File: src/rtl/parking_gate_arbiter_pkg.sv
// Shared car-park definitions: gate state encoding, lane identifiers and default sizing.
// Also used by the password FSM and the display decoder.
package parking_pkg;

    typedef enum logic [1:0] {
        ST_IDLE       = 2'd0,
        ST_OPEN_ENTRY = 2'd1,
        ST_OPEN_EXIT  = 2'd2,
        ST_CLOSING    = 2'd3
    } gate_state_t;

    typedef enum logic {
        LANE_ENTRY = 1'b0,
        LANE_EXIT  = 1'b1
    } lane_t;

    localparam int DEFAULT_CAPACITY    = 8;
    localparam int DEFAULT_OPEN_CYCLES = 4;
    localparam int DEFAULT_CNT_W       = 4;

endpackage

File: src/rtl/parking_gate_arbiter_if.sv
// Lane-controller side of the gate arbiter: requests and car sensor in, grants and status out.
interface parking_gate_arbiter_if #(
    parameter int CNT_W = 4
);
    logic             entry_req;
    logic             exit_req;
    logic             car_passed;
    logic             entry_grant;
    logic             exit_grant;
    logic             gate_open;
    logic [CNT_W-1:0] occupancy;
    logic             full;
    logic             empty;

    modport master (
        output entry_req, exit_req, car_passed,
        input  entry_grant, exit_grant, gate_open, occupancy, full, empty
    );

    modport slave (
        input  entry_req, exit_req, car_passed,
        output entry_grant, exit_grant, gate_open, occupancy, full, empty
    );
endinterface

File: src/rtl/parking_gate_arbiter_occupancy_counter.sv
// Saturating up/down count of cars inside the lot, with registered full/empty flags.
module occupancy_counter #(
    parameter int CAPACITY = 8,
    parameter int CNT_W    = 4
) (
    input  logic             i_clk,
    input  logic             i_rst_n,
    input  logic             i_inc,
    input  logic             i_dec,
    output logic [CNT_W-1:0] o_count,
    output logic             o_full,
    output logic             o_empty
);

    logic [CNT_W-1:0] r_count;
    logic             r_full;
    logic             r_empty;
    logic [CNT_W-1:0] w_next;

    always_comb begin
        w_next = r_count;
        if (i_inc && !i_dec && !r_full) begin
            w_next = r_count + CNT_W'(1);
        end else if (i_dec && !i_inc && !r_empty) begin
            w_next = r_count - CNT_W'(1);
        end
    end

    // Flags are derived from the next count so they change on the same edge as the count.
    always_ff @(posedge i_clk or negedge i_rst_n) begin
        if (!i_rst_n) begin
            r_count <= '0;
            r_full  <= 1'b0;
            r_empty <= 1'b1;
        end else begin
            r_count <= w_next;
            r_full  <= (w_next == CNT_W'(CAPACITY));
            r_empty <= (w_next == '0);
        end
    end

    assign o_count = r_count;
    assign o_full  = r_full;
    assign o_empty = r_empty;

endmodule

File: src/rtl/parking_gate_arbiter.sv
// Arbitrates the single barrier between entry and exit lanes, times the open window
// and counts the first car crossing in each window into the occupancy counter.
module parking_gate_arbiter
    import parking_pkg::*;
#(
    parameter int CAPACITY    = DEFAULT_CAPACITY,
    parameter int OPEN_CYCLES = DEFAULT_OPEN_CYCLES,
    parameter int CNT_W       = DEFAULT_CNT_W
) (
    input logic                  i_clk,
    input logic                  i_rst_n,
    parking_gate_arbiter_if.slave bus
);

    localparam int TIMER_W = (OPEN_CYCLES > 1) ? $clog2(OPEN_CYCLES) : 1;

    gate_state_t        r_state;
    gate_state_t        w_next_state;
    lane_t              r_last_lane;
    logic [TIMER_W-1:0] r_timer;
    logic               r_counted;
    logic               r_entry_grant;
    logic               r_exit_grant;
    logic               r_gate_open;

    logic               w_entry_elig;
    logic               w_exit_elig;
    logic               w_in_open;
    logic               w_timer_done;
    logic               w_grant_entry;
    logic               w_grant_exit;
    logic               w_inc;
    logic               w_dec;
    logic [CNT_W-1:0]   w_occupancy;
    logic               w_full;
    logic               w_empty;

    assign w_entry_elig = bus.entry_req && !w_full;
    assign w_exit_elig  = bus.exit_req && !w_empty;
    assign w_in_open    = (r_state == ST_OPEN_ENTRY) || (r_state == ST_OPEN_EXIT);
    assign w_timer_done = (r_timer == TIMER_W'(OPEN_CYCLES - 1));

    // On a tie the lane not served last wins; held-off requests simply stay ineligible.
    always_comb begin
        w_next_state  = r_state;
        w_grant_entry = 1'b0;
        w_grant_exit  = 1'b0;
        case (r_state)
            ST_IDLE: begin
                if (w_entry_elig && (!w_exit_elig || r_last_lane == LANE_EXIT)) begin
                    w_next_state  = ST_OPEN_ENTRY;
                    w_grant_entry = 1'b1;
                end else if (w_exit_elig) begin
                    w_next_state = ST_OPEN_EXIT;
                    w_grant_exit = 1'b1;
                end
            end
            ST_OPEN_ENTRY, ST_OPEN_EXIT: begin
                if (w_timer_done) begin
                    w_next_state = ST_CLOSING;
                end
            end
            ST_CLOSING: w_next_state = ST_IDLE;
            default:    w_next_state = ST_IDLE;
        endcase
    end

    always_ff @(posedge i_clk or negedge i_rst_n) begin
        if (!i_rst_n) begin
            r_state       <= ST_IDLE;
            r_timer       <= '0;
            r_last_lane   <= LANE_EXIT;
            r_counted     <= 1'b0;
            r_entry_grant <= 1'b0;
            r_exit_grant  <= 1'b0;
            r_gate_open   <= 1'b0;
        end else begin
            r_state       <= w_next_state;
            r_entry_grant <= w_grant_entry;
            r_exit_grant  <= w_grant_exit;
            r_gate_open   <= (w_next_state == ST_OPEN_ENTRY) || (w_next_state == ST_OPEN_EXIT);

            if (w_in_open && !w_timer_done) begin
                r_timer <= r_timer + TIMER_W'(1);
            end else begin
                r_timer <= '0;
            end

            if (r_state == ST_IDLE) begin
                r_counted <= 1'b0;
            end else if (w_in_open && bus.car_passed) begin
                r_counted <= 1'b1;
            end

            if (w_grant_entry) begin
                r_last_lane <= LANE_ENTRY;
            end else if (w_grant_exit) begin
                r_last_lane <= LANE_EXIT;
            end
        end
    end

    // Only the first crossing of a window moves the count.
    assign w_inc = (r_state == ST_OPEN_ENTRY) && bus.car_passed && !r_counted;
    assign w_dec = (r_state == ST_OPEN_EXIT) && bus.car_passed && !r_counted;

    occupancy_counter #(
        .CAPACITY (CAPACITY),
        .CNT_W    (CNT_W)
    ) u_occupancy (
        .i_clk   (i_clk),
        .i_rst_n (i_rst_n),
        .i_inc   (w_inc),
        .i_dec   (w_dec),
        .o_count (w_occupancy),
        .o_full  (w_full),
        .o_empty (w_empty)
    );

    assign bus.entry_grant = r_entry_grant;
    assign bus.exit_grant  = r_exit_grant;
    assign bus.gate_open   = r_gate_open;
    assign bus.occupancy   = w_occupancy;
    assign bus.full        = w_full;
    assign bus.empty       = w_empty;

endmodule

File: src/flat_wrapper.sv
// flat-port wrapper written by rule: the top's interface ports become plain ports
module parking_gate_arbiter_flat import parking_pkg::*;
#(
    parameter int CAPACITY    = DEFAULT_CAPACITY,
    parameter int OPEN_CYCLES = DEFAULT_OPEN_CYCLES,
    parameter int CNT_W       = DEFAULT_CNT_W
)
  (i_clk, i_rst_n, bus_entry_req, bus_exit_req, bus_car_passed, bus_entry_grant, bus_exit_grant, bus_gate_open, bus_occupancy, bus_full, bus_empty);
  parking_gate_arbiter_if #(.CNT_W(CNT_W)) bus_i ();
  input logic i_clk;
  input logic i_rst_n;
  input wire logic [$bits(bus_i.entry_req)-1:0] bus_entry_req;
  input wire logic [$bits(bus_i.exit_req)-1:0] bus_exit_req;
  input wire logic [$bits(bus_i.car_passed)-1:0] bus_car_passed;
  output wire logic [$bits(bus_i.entry_grant)-1:0] bus_entry_grant;
  output wire logic [$bits(bus_i.exit_grant)-1:0] bus_exit_grant;
  output wire logic [$bits(bus_i.gate_open)-1:0] bus_gate_open;
  output wire logic [$bits(bus_i.occupancy)-1:0] bus_occupancy;
  output wire logic [$bits(bus_i.full)-1:0] bus_full;
  output wire logic [$bits(bus_i.empty)-1:0] bus_empty;
  assign bus_i.entry_req = bus_entry_req;
  assign bus_i.exit_req = bus_exit_req;
  assign bus_i.car_passed = bus_car_passed;
  assign bus_entry_grant = bus_i.entry_grant;
  assign bus_exit_grant = bus_i.exit_grant;
  assign bus_gate_open = bus_i.gate_open;
  assign bus_occupancy = bus_i.occupancy;
  assign bus_full = bus_i.full;
  assign bus_empty = bus_i.empty;
  parking_gate_arbiter #(.CAPACITY(CAPACITY), .OPEN_CYCLES(OPEN_CYCLES), .CNT_W(CNT_W)) u_core (.i_clk(i_clk), .i_rst_n(i_rst_n), .bus(bus_i));
endmodule
File: config.mk
export PLATFORM = sky130hd
export DESIGN_NAME = parking_gate_arbiter_flat
export DESIGN_NICKNAME = d
export VERILOG_FILES = /design/src/rtl/parking_gate_arbiter_pkg.sv /design/src/rtl/parking_gate_arbiter_if.sv /design/src/rtl/parking_gate_arbiter_occupancy_counter.sv /design/src/rtl/parking_gate_arbiter.sv /design/src/flat_wrapper.sv
export SDC_FILE = /design/constraint.sdc
export NUM_CORES = 1
export LEC_CHECK = 0
export BUFFER_PORTS_ARGS = -buffer_cell sky130_fd_sc_hd__buf_4
export CORE_MARGIN = 3
export CORE_UTILIZATION = 48
export DETAILED_ROUTE_END_ITERATION = 12
export PLACE_DENSITY = 0.72
export SKIP_CTS_REPAIR_TIMING = 1
export SYNTH_ARGS = -nofsm -noshare
export SYNTH_HDL_FRONTEND = slang
export SYNTH_SLANG_ARGS = --single-unit
File: constraint.sdc
create_clock -name i_clk -period 1.8 [get_ports i_clk]
set_input_delay 0.18 -clock i_clk [delete_from_list [all_inputs] [get_ports i_clk]]
set_output_delay 0.18 -clock i_clk [all_outputs]
set_load 0.05 [all_outputs]
==> results of run 1 <==
## where the power goes
group	switching, mW	internal [mW]	leakage (nW)
sequential	0.135	0.500	0.181
clock	0.109	0.0860	0.0150
combinational	0.712	0.475	0.274
## kinds of logic (layout without fill, tap and decap cells)
family | after synthesis | in the layout | share of synthesized area [%]
compound gates | 17 | 17 | 14.3
simple gates | 24 | 24 | 22.2
fa+ha+maj | 6 | 6 | 9.30
flops | 15 | 15 | 46.8
xor+xnor | 3 | 3 | 3.26
buf+inv | 6 | 27 | 2.79
mux | 1 | 1 | 1.40
## per-layer routing
layer / vias to the layer above / global-route usage (%) / share of wire, %
met2: 15 / 20.6 / 48
met5: - / 0 / 0
met1: 286 / 19.2 / 47
li1: 304 / - / -
met3: 2 / 2.30 / 4.1
met4: 0 / 8.29 / 0.37
## synthesized netlist by cell type
cell type and number:
nand2_1 1, nand3b_1 2, nand2b_1 1, xor2_1 1, nor3_1 1, and3b_1 1
ha_1 6, o21a_1 1, and2_1 1, and4b_4 1, inv_1 6, or3_1 1
and4_1 1, nor4_1 1, dfstp_2 2, a32oi_1 1, o21ai_0 7, a311o_1 1
dfrtp_1 13, mux2_2 1, a21oi_1 2, o21ai_2 1, nand3_1 1, o22ai_1 1
nor2_1 4, nor3b_2 2, nor2b_1 2, nor2b_2 1, nor3b_1 1, and4bb_1 2
xnor2_1 2, a22oi_1 1, a211oi_2 1, o2bb2ai_1 1
## how the worst max path moves through the flow
stage / slack [ns] / end / start / cells after the start
after floorplan: 0.09 / u_core.u_occupancy.o_full / u_core.u_occupancy.o_count[1] / 5
final: 0.02 / u_core.u_occupancy.o_empty / u_core.r_state[1] / 6
after global routing: -0.03 / u_core.u_occupancy.o_full / u_core.r_state[1] / 6
after global placement: 0.11 / u_core.u_occupancy.o_empty / u_core.r_state[0] / 6
after CTS: 0.01 / u_core.u_occupancy.o_empty / u_core.r_state[0] / 6
after detailed placement: 0.03 / u_core.u_occupancy.o_empty / u_core.r_state[0] / 6
## critical path, cell delays in order (launching register included)
cell and delay, ns:
dfrtp_1 0.41, buf_4 0.15, ha_4 0.17, nor3b_4 0.17, and4b_4 0.20, or3_1 0.37, a211oi_2 0.22
## registers in the layout, indices dropped and copies added (netlist names)
register and cells:
u_core.r_counted 1, u_core.r_last_lane 1, u_core.bus.gate_open 1, u_core.r_timer 2, u_core.bus.exit_grant 1, u_core.u_occupancy.o_full 1
u_core.u_occupancy.o_count 4, u_core.u_occupancy.o_empty 1, u_core.bus.entry_grant 1, u_core.r_state 2
## area by class of cell
type / instances / share of cell area [%]
well taps: 16 / 1.97
multi-input cells: 51 / 43.0
clock buffers: 4 / 2.59
flip-flops and latches: 15 / 37.4
repair buffers: 17 / 12.8
inverters: 6 / 2.22
## layout by cell type, fill, tap and decap left out, types with 2 or more instances in the layout
master / instances
nand3b_1: 2
and4bb_1: 2
buf_4: 16
nor2_1: 4
a21oi_1: 2
dfrtp_2: 2
clkbuf_4: 3
dfrtp_1: 11
inv_1: 5
nor3b_4: 2
nor2b_1: 2
o21ai_0: 6
xnor2_1: 2
dfstp_2: 2
ha_1: 4
==> flow_metrics.env, run 1 <==
export IMPL_initial_core_util_pct=52.4
export IMPL_critical_path_max_fanout=5
export IMPL_drt_drc_violations_left=0
export IMPL_fin_nets=105
export IMPL_htreeDepth=1
export IMPL_r2r_start="u_core.r_state[1]"
export IMPL_synthCells=72
export IMPL_finalNonFillerCells=109
export IMPL_slew_headroom_pct=78.2
export IMPL_drv_cap=0
export IMPL_cts_made_buffers=3
export IMPL_cp_start_kind="register"
export IMPL_r2r_end="u_core.u_occupancy.o_empty"
export IMPL_antenna_found_initial=0
export IMPL_holdWs_ns=0.166
export IMPL_final_layout_size_suffix_gt1_share_pct=36.6
export IMPL_skew_ns=0.00574
export IMPL_synth_area_leaders="dfrtp_1 40%, ha_1 9.3%, dfstp_2 6.5%, o21ai_0 4.3%, and4bb_1 3.1%"
export IMPL_period_share_pct=99.1
export IMPL_end_kind="register"
export IMPL_fillers=108
export IMPL_place_ws_ns=0.0264
export IMPL_power_density_nw_per_um2=1980
export IMPL_drt_vias_per_instance=5.57
export IMPL_synth_nets=83
export IMPL_wl_per_cell_microns=14.9
export IMPL_area_growth_pct=25.9
export IMPL_peakVddDrop_mv=1.02
export IMPL_gp_congestion=0.799
export IMPL_timing_fmax_mhz=560
export IMPL_syn_area_per_cell_sq_um=11.2
export IMPL_post_route_min_period_ns=1.78
export IMPL_die_y_microns=47.0
export IMPL_drtIter0Drc=7
export IMPL_vias=607
export IMPL_worstPathArrival_ns=1.98
export IMPL_ys_ff_latch=15
export IMPL_hold_end="u_core.r_counted"
export IMPL_cts_sinks=15
export IMPL_regToRegSetupSlack_ns=0.02
export IMPL_layout_setup_ws_ns=0.0156
export IMPL_tightest_slew_ns=0.326
export IMPL_ys_seq_area_share_pct=46.8
export IMPL_die_w_microns=47.0
export IMPL_grt_pass1_wl_mm=2.13
export IMPL_final_util_pct=65.9
export IMPL_grt_max_degree=16
export IMPL_dp_hpwl_mm=1.08
export IMPL_root_buffer="clkbuf_4"
export IMPL_clock_latency_ns=0.28
export IMPL_outcome="complete, no violations"
export IMPL_hp_start="bus_car_passed"
export IMPL_synth_largest_area_cell="dfrtp_1"
export IMPL_final_area_sq_um=1020
export IMPL_reg2regPathDepth=6
export IMPL_first_pass_iters=6
export IMPL_grt_util_all_layers_pct=14.0
export IMPL_cts_tree="yes"
export IMPL_hold_viol=0
export IMPL_numPortBuffers=13
export IMPL_min_path_type="in2reg"
export IMPL_leakage_nw=0.470
export IMPL_routed_wl_mm=1.63
export IMPL_multi_input_area_sq_um=437
export IMPL_synth_area_sq_um=807
export IMPL_place_area_sq_um=935
export IMPL_coreArea_sq_um=1540
export IMPL_path_class="reg2reg"
export IMPL_rows=14
export IMPL_synth_top_area_share_pct=40.3
export IMPL_grt_pass1_vias=494
export IMPL_diodes=0
export IMPL_finalPower_mw=2.02
export IMPL_dieArea_sq_um=2210
export IMPL_yosysWarnings=0
export IMPL_io_pins=14
export IMPL_synth_cell_types=34
export IMPL_cp_required_ns=2.00
export IMPL_grt_overflow=0
export IMPL_final_setup_viol_count=0
export IMPL_dp_cells=102
export IMPL_fin_tns_setup_ns=0
export IMPL_final_antenna_net_count=0
export IMPL_slew_violations=0
export IMPL_cts_max_path_buffers=2
export IMPL_seq_area_sq_um=380
export IMPL_clkTransAtPathRegs_ns=0.09
export IMPL_holdPathStages=3
Note: power is estimated with default switching activity, not from simulation.
==> run 2, diff against run 1 <==
--- a/config.mk
+++ b/config.mk
@@ -11,4 +11,5 @@
 export DETAILED_ROUTE_END_ITERATION = 12
 export PLACE_DENSITY = 0.72
+export SETUP_SLACK_MARGIN = 0.4
 export SKIP_CTS_REPAIR_TIMING = 1
 export SYNTH_ARGS = -nofsm -noshare
==> constraint.sdc (replaced) <==
create_clock -name i_clk -period 1.8 [get_ports i_clk]
set_input_delay 0 -clock i_clk [delete_from_list [all_inputs] [get_ports i_clk]]
set_output_delay 0 -clock i_clk [all_outputs]
set_load 0.05 [all_outputs]
==> flow_metrics.env, run 2 (synthesis gave the netlist of run 1 again) <==
export IMPL_root_buffer="clkbuf_4"
export IMPL_layout_commonest_cell="buf_4"
export IMPL_hold_end="u_core.bus.entry_grant"
export IMPL_post_route_min_period_ns=1.69
export IMPL_gp_congestion=0.763
export IMPL_path_class="reg2reg"
export IMPL_regToRegSetupSlack_ns=0.11
export IMPL_cts_sinks=15
export IMPL_slew_violations=0
export IMPL_leakage_nw=0.479
export IMPL_coreArea_sq_um=1540
export IMPL_die_w_microns=47.0
export IMPL_initial_core_util_pct=52.4
export IMPL_grt_pass1_wl_mm=2.46
export IMPL_end_kind="register"
export IMPL_cts_max_path_buffers=2
export IMPL_outcome="complete, no violations"
export IMPL_wl_met2_microns=835
export IMPL_r2r_end="u_core.u_occupancy.o_empty"
export IMPL_critical_path_buf_inv_count=1
export IMPL_cts_made_buffers=3
export IMPL_crit_path_cell_trace="inv_2 -> ha_4 -> nor3b_4 -> and4_4 -> or3_4 -> a211oi_2"
export IMPL_dieArea_sq_um=2210
export IMPL_cp_slowest_cell="dfrtp_1"
export IMPL_drt_drc_violations_left=0
export IMPL_tightest_slew_ns=0.407
export IMPL_final_util_pct=71.4
export IMPL_hp_start="bus_entry_req"
export IMPL_numPortBuffers=13
export IMPL_drv_cap=0
export IMPL_clock_latency_ns=0.29
export IMPL_wl_met3_microns=71
export IMPL_path_delay_family="simple AND/OR/NAND/NOR gates"
export IMPL_final_layout_size_suffix_gt1_share_pct=48.4
export IMPL_io_pins=14
export IMPL_layout_common_cells="17 x buf_4, 9 x dfrtp_1, 4 x inv_2, 4 x nor2_1, 4 x dfrtp_2"
export IMPL_skew_ns=0.00745
export IMPL_routed_wl_mm=1.71
export IMPL_peakVddDrop_mv=0.988
export IMPL_worstPathArrival_ns=1.91
export IMPL_highest_layer="met4"
export IMPL_dp_hpwl_mm=1.19
export IMPL_fin_nets=107
export IMPL_vias=634
export IMPL_largest_reg_flops=4
export IMPL_rows=14
export IMPL_reg2regPathDepth=6
export IMPL_slew_headroom_pct=72.7
export IMPL_place_area_sq_um=975
export IMPL_diodes=0
export IMPL_grt_overflow=0
export IMPL_first_pass_iters=4
export IMPL_grt_pass1_vias=551
export IMPL_final_setup_viol_count=0
export IMPL_cpPeakStageDelay_ns=0.44
export IMPL_drt_met1_wl_microns=774
export IMPL_cp_required_ns=2.02
export IMPL_fillers=112
export IMPL_htreeDepth=1
export IMPL_rsz0062_at_grt="yes"
export IMPL_min_path_type="in2reg"
export IMPL_power_density_nw_per_um2=1990
export IMPL_critical_path_max_fanout=5
export IMPL_final_antenna_net_count=0
export IMPL_die_y_microns=47.0
export IMPL_holdPathStages=3
export IMPL_period_share_pct=93.9
export IMPL_drt_vias_per_instance=5.71
export IMPL_fin_tns_setup_ns=0
export IMPL_grt_max_degree=16
export IMPL_final_area_sq_um=1100
export IMPL_r2r_start="u_core.r_state[1]"
export IMPL_timing_fmax_mhz=591
export IMPL_drtIter0Drc=2
export IMPL_cts_tree="yes"
export IMPL_cp_start_kind="register"
export IMPL_clkTransAtPathRegs_ns=0.09
export IMPL_area_growth_pct=36.4
export IMPL_antenna_found_initial=0
export IMPL_grt_util_all_layers_pct=16.7
export IMPL_wl_per_cell_microns=15.4
export IMPL_hold_viol=0
run 2: final cells by class:
cell class | instances | area [sq um] | share of cell area, %
inverter | 6 | 22.5 | 2.05
clock buffer | 3 | 22.5 | 2.05
sequential | 15 | 387 | 35.1
clock inverter | 1 | 7.51 | 0.682
tap | 16 | 20.0 | 1.82
timing repair buffer | 19 | 148 | 13.4
multi-input combinational | 51 | 494 | 44.9
run 2: how the worst max path moves through the flow:
| stage | slack, ns | to | cells after the start | startpoint |
|---|---|---|---|---|
| 6_report | 0.11 | u_core.u_occupancy.o_empty | 6 | u_core.r_state[1] |
| 5_1_grt | 0.05 | u_core.u_occupancy.o_full | 6 | u_core.r_state[0] |
| 4_1_cts | 0.05 | u_core.u_occupancy.o_empty | 6 | u_core.r_state[0] |
| 3_5_place_dp | 0.08 | u_core.u_occupancy.o_empty | 6 | u_core.r_state[0] |
| 3_3_place_gp | 0.10 | u_core.u_occupancy.o_empty | 6 | u_core.r_state[0] |
| 2_1_floorplan | 0.17 | u_core.u_occupancy.o_full | 5 | u_core.u_occupancy.o_count[0] |
run 2: metal layers:
layer | vias to the layer above | track usage, %
met1 | 307 | 21.1
met5 | - | 0
met2 | 9 | 24.7
met3 | 6 | 6.90
met4 | 0 | 8.29
li1 | 312 | -
run 2: power by group:
part / total [mW] / switching [mW] / leakage (nW) / internal, mW
registers: 0.670 / 0.162 / 0.180 / 0.507
clock network: 0.198 / 0.113 / 0.0139 / 0.0846
logic: 1.32 / 0.756 / 0.285 / 0.567
run 2: per-stage QoR:
stage / hold WS [ns] / worst slack (ns) / power [mW] / std cells
6_report: 0.00960 / 0.109 / 2.19 / 111
5_1_grt: 0.00224 / 0.0530 / 2.35 / 111
4_1_cts: -0.464 / 0.0543 / 2.03 / 106
3_5_place_dp: -0.133 / 0.0842 / 1.82 / 102
3_3_place_gp: -0.136 / 0.100 / 1.79 / 102
2_1_floorplan: -0.296 / 0.168 / 1.51 / 72
run 2: worst register-to-register path, cell delays in order (launching register included):
cell and delay (ns):
dfrtp_1 0.44, inv_2 0.08, ha_4 0.18, nor3b_4 0.16, and4_4 0.21, or3_4 0.37
a211oi_2 0.18
==> run 3, diff against run 2 <==
==> constraint.sdc (replaced) <==
create_clock -name i_clk -period 1.8 [get_ports i_clk]
set_input_delay 0.36 -clock i_clk [delete_from_list [all_inputs] [get_ports i_clk]]
set_output_delay 0.36 -clock i_clk [all_outputs]
set_load 0.05 [all_outputs]
==> flow_metrics.env, run 3 (synthesis gave the netlist of run 1 again) <==
export IMPL_critical_path_max_fanout=5
export IMPL_final_setup_viol_count=0
export IMPL_antenna_found_initial=0
export IMPL_slew_violations=0
export IMPL_cts_max_path_buffers=2
export IMPL_root_buffer="clkbuf_4"
export IMPL_clkPwrFrac_pct=9.0
export IMPL_grt_pass1_wl_mm=2.46
export IMPL_vias=621
export IMPL_io_pins=14
export IMPL_grt_pass1_vias=551
export IMPL_leakage_nw=0.477
export IMPL_numPortBuffers=13
export IMPL_path_class="reg2reg"
export IMPL_layout_common_cells="16 x buf_4, 9 x dfrtp_1, 4 x inv_2, 4 x nor2_1, 4 x dfrtp_2"
export IMPL_slew_headroom_pct=72.9
export IMPL_fin_tns_setup_ns=0
export IMPL_drt_vias_per_instance=5.65
export IMPL_largest_reg_flops=4
export IMPL_combPwrFrac_pct=60.5
export IMPL_tightest_slew_ns=0.405
export IMPL_grt_overflow=0
export IMPL_gp_congestion=0.763
export IMPL_skew_ns=0.00715
export IMPL_place_ws_ns=0.0842
export IMPL_peakVddDrop_mv=0.936
export IMPL_die_y_microns=47.0
export IMPL_layout_setup_ws_ns=0.112
export IMPL_hold_viol=0
export IMPL_cts_made_buffers=3
export IMPL_layout_commonest_cell="buf_4"
export IMPL_p_sw_share_pct=47.0
export IMPL_cts_sinks=15
export IMPL_timing_fmax_mhz=592
export IMPL_seq_area_sq_um=387
export IMPL_clkTransAtPathRegs_ns=0.09
export IMPL_rsz0062_at_grt="yes"
export IMPL_area_growth_pct=36.1
export IMPL_multi_input_area_sq_um=494
export IMPL_dp_cells=102
export IMPL_power_density_nw_per_um2=2000
export IMPL_routed_wl_mm=1.72
export IMPL_fin_nets=106
export IMPL_drv_cap=0
export IMPL_post_route_min_period_ns=1.69
export IMPL_drt_drc_violations_left=0
export IMPL_finalNonFillerCells=110
export IMPL_final_antenna_net_count=0
export IMPL_first_pass_iters=4
export IMPL_power_internal_mw=1.16
export IMPL_diodes=0
export IMPL_initial_core_util_pct=52.4
export IMPL_cp_start_kind="register"
export IMPL_period_share_pct=93.8
export IMPL_min_path_type="in2reg"
export IMPL_rows=14
export IMPL_worstPathArrival_ns=1.90
export IMPL_cts_tree="yes"
export IMPL_htreeDepth=1
export IMPL_drtIter0Drc=2
export IMPL_p_switching_mw=1.03
export IMPL_grt_util_all_layers_pct=16.7
export IMPL_clock_latency_ns=0.29
export IMPL_outcome="complete, no violations"
export IMPL_die_w_microns=47.0
export IMPL_dieArea_sq_um=2210
export IMPL_final_layout_size_suffix_gt1_share_pct=48.9
export IMPL_seqPwrFrac_pct=30.6
export IMPL_fillers=110
export IMPL_grt_max_degree=16
export IMPL_cp_required_ns=2.02
export IMPL_coreArea_sq_um=1540
export IMPL_end_kind="register"
export IMPL_dp_hpwl_mm=1.19
export IMPL_wl_per_cell_microns=15.6
## run 3: changes by cell type in the layout (fill, tap and decap cells not counted), sizes merged
cell / delta
dlygate4sd3: -1
## run 3: power groups by stage
| stage | Sequential [mW] | Combinational (mW) | Clock (mW) |
|---|---|---|---|
| after floorplan | 0.916 | 0.592 | 0 |
| after global placement | 0.643 | 1.15 | 0 |
| after detailed placement | 0.650 | 1.17 | 0 |
| after CTS | 0.642 | 1.18 | 0.209 |
| after global routing | 0.688 | 1.44 | 0.227 |
| final | 0.672 | 1.33 | 0.197 |
## run 3: routing by layer
metal | share of wire, % | track usage (%)
met3 | 3.8 | 6.90
met1 | 46 | 21.1
met2 | 49 | 24.7
met4 | 1.5 | 8.29
met5 | 0 | 0
## run 3: worst paths after layout
path                       cells past startpoint              start  slack (ns)                         end
setup reg to reg                               6  u_core.r_state[1]        0.11  u_core.u_occupancy.o_empty
min in group asynchronous                      2            i_rst_n        0.45        u_core.bus.gate_open
setup / recovery                               6  u_core.r_state[1]        0.11  u_core.u_occupancy.o_empty
hold / removal                                 3     bus_car_passed        0.32            u_core.r_counted
hold reg to reg                                1  u_core.r_timer[0]        0.46           u_core.r_timer[0]
max in group asynchronous                      2            i_rst_n        1.11          u_core.r_last_lane
## run 3: per-stage QoR
| stage | hold slack (ns) | cell area, sq um | power, mW | utilization (%) |
|---|---|---|---|---|
| floorplan | 0.0644 | 850 | 1.51 | - |
| global placement | 0.224 | 975 | 1.79 | 63.2 |
| detailed placement | 0.227 | 975 | 1.82 | 63.2 |
| CTS | -0.104 | 1000 | 2.03 | 65.2 |
| global route | 0.323 | 1100 | 2.36 | 71.3 |
| finish | 0.318 | 1100 | 2.20 | 71.3 |
## run 3: area by class of cell
class	count	share of cell area, %
clock inverter	1	0.683
tap	16	1.82
inverter	6	2.05
timing repair buffer	18	13.2
clock buffer	3	2.05
sequential	15	35.2
multi-input combinational	51	45.0
## run 3: critical path, cell delays in order, from the launching register on
cell and delay, ns:
dfrtp_1 0.44, inv_2 0.08, ha_4 0.18, nor3b_4 0.16, and4_4 0.21, or3_4 0.37
a211oi_2 0.18
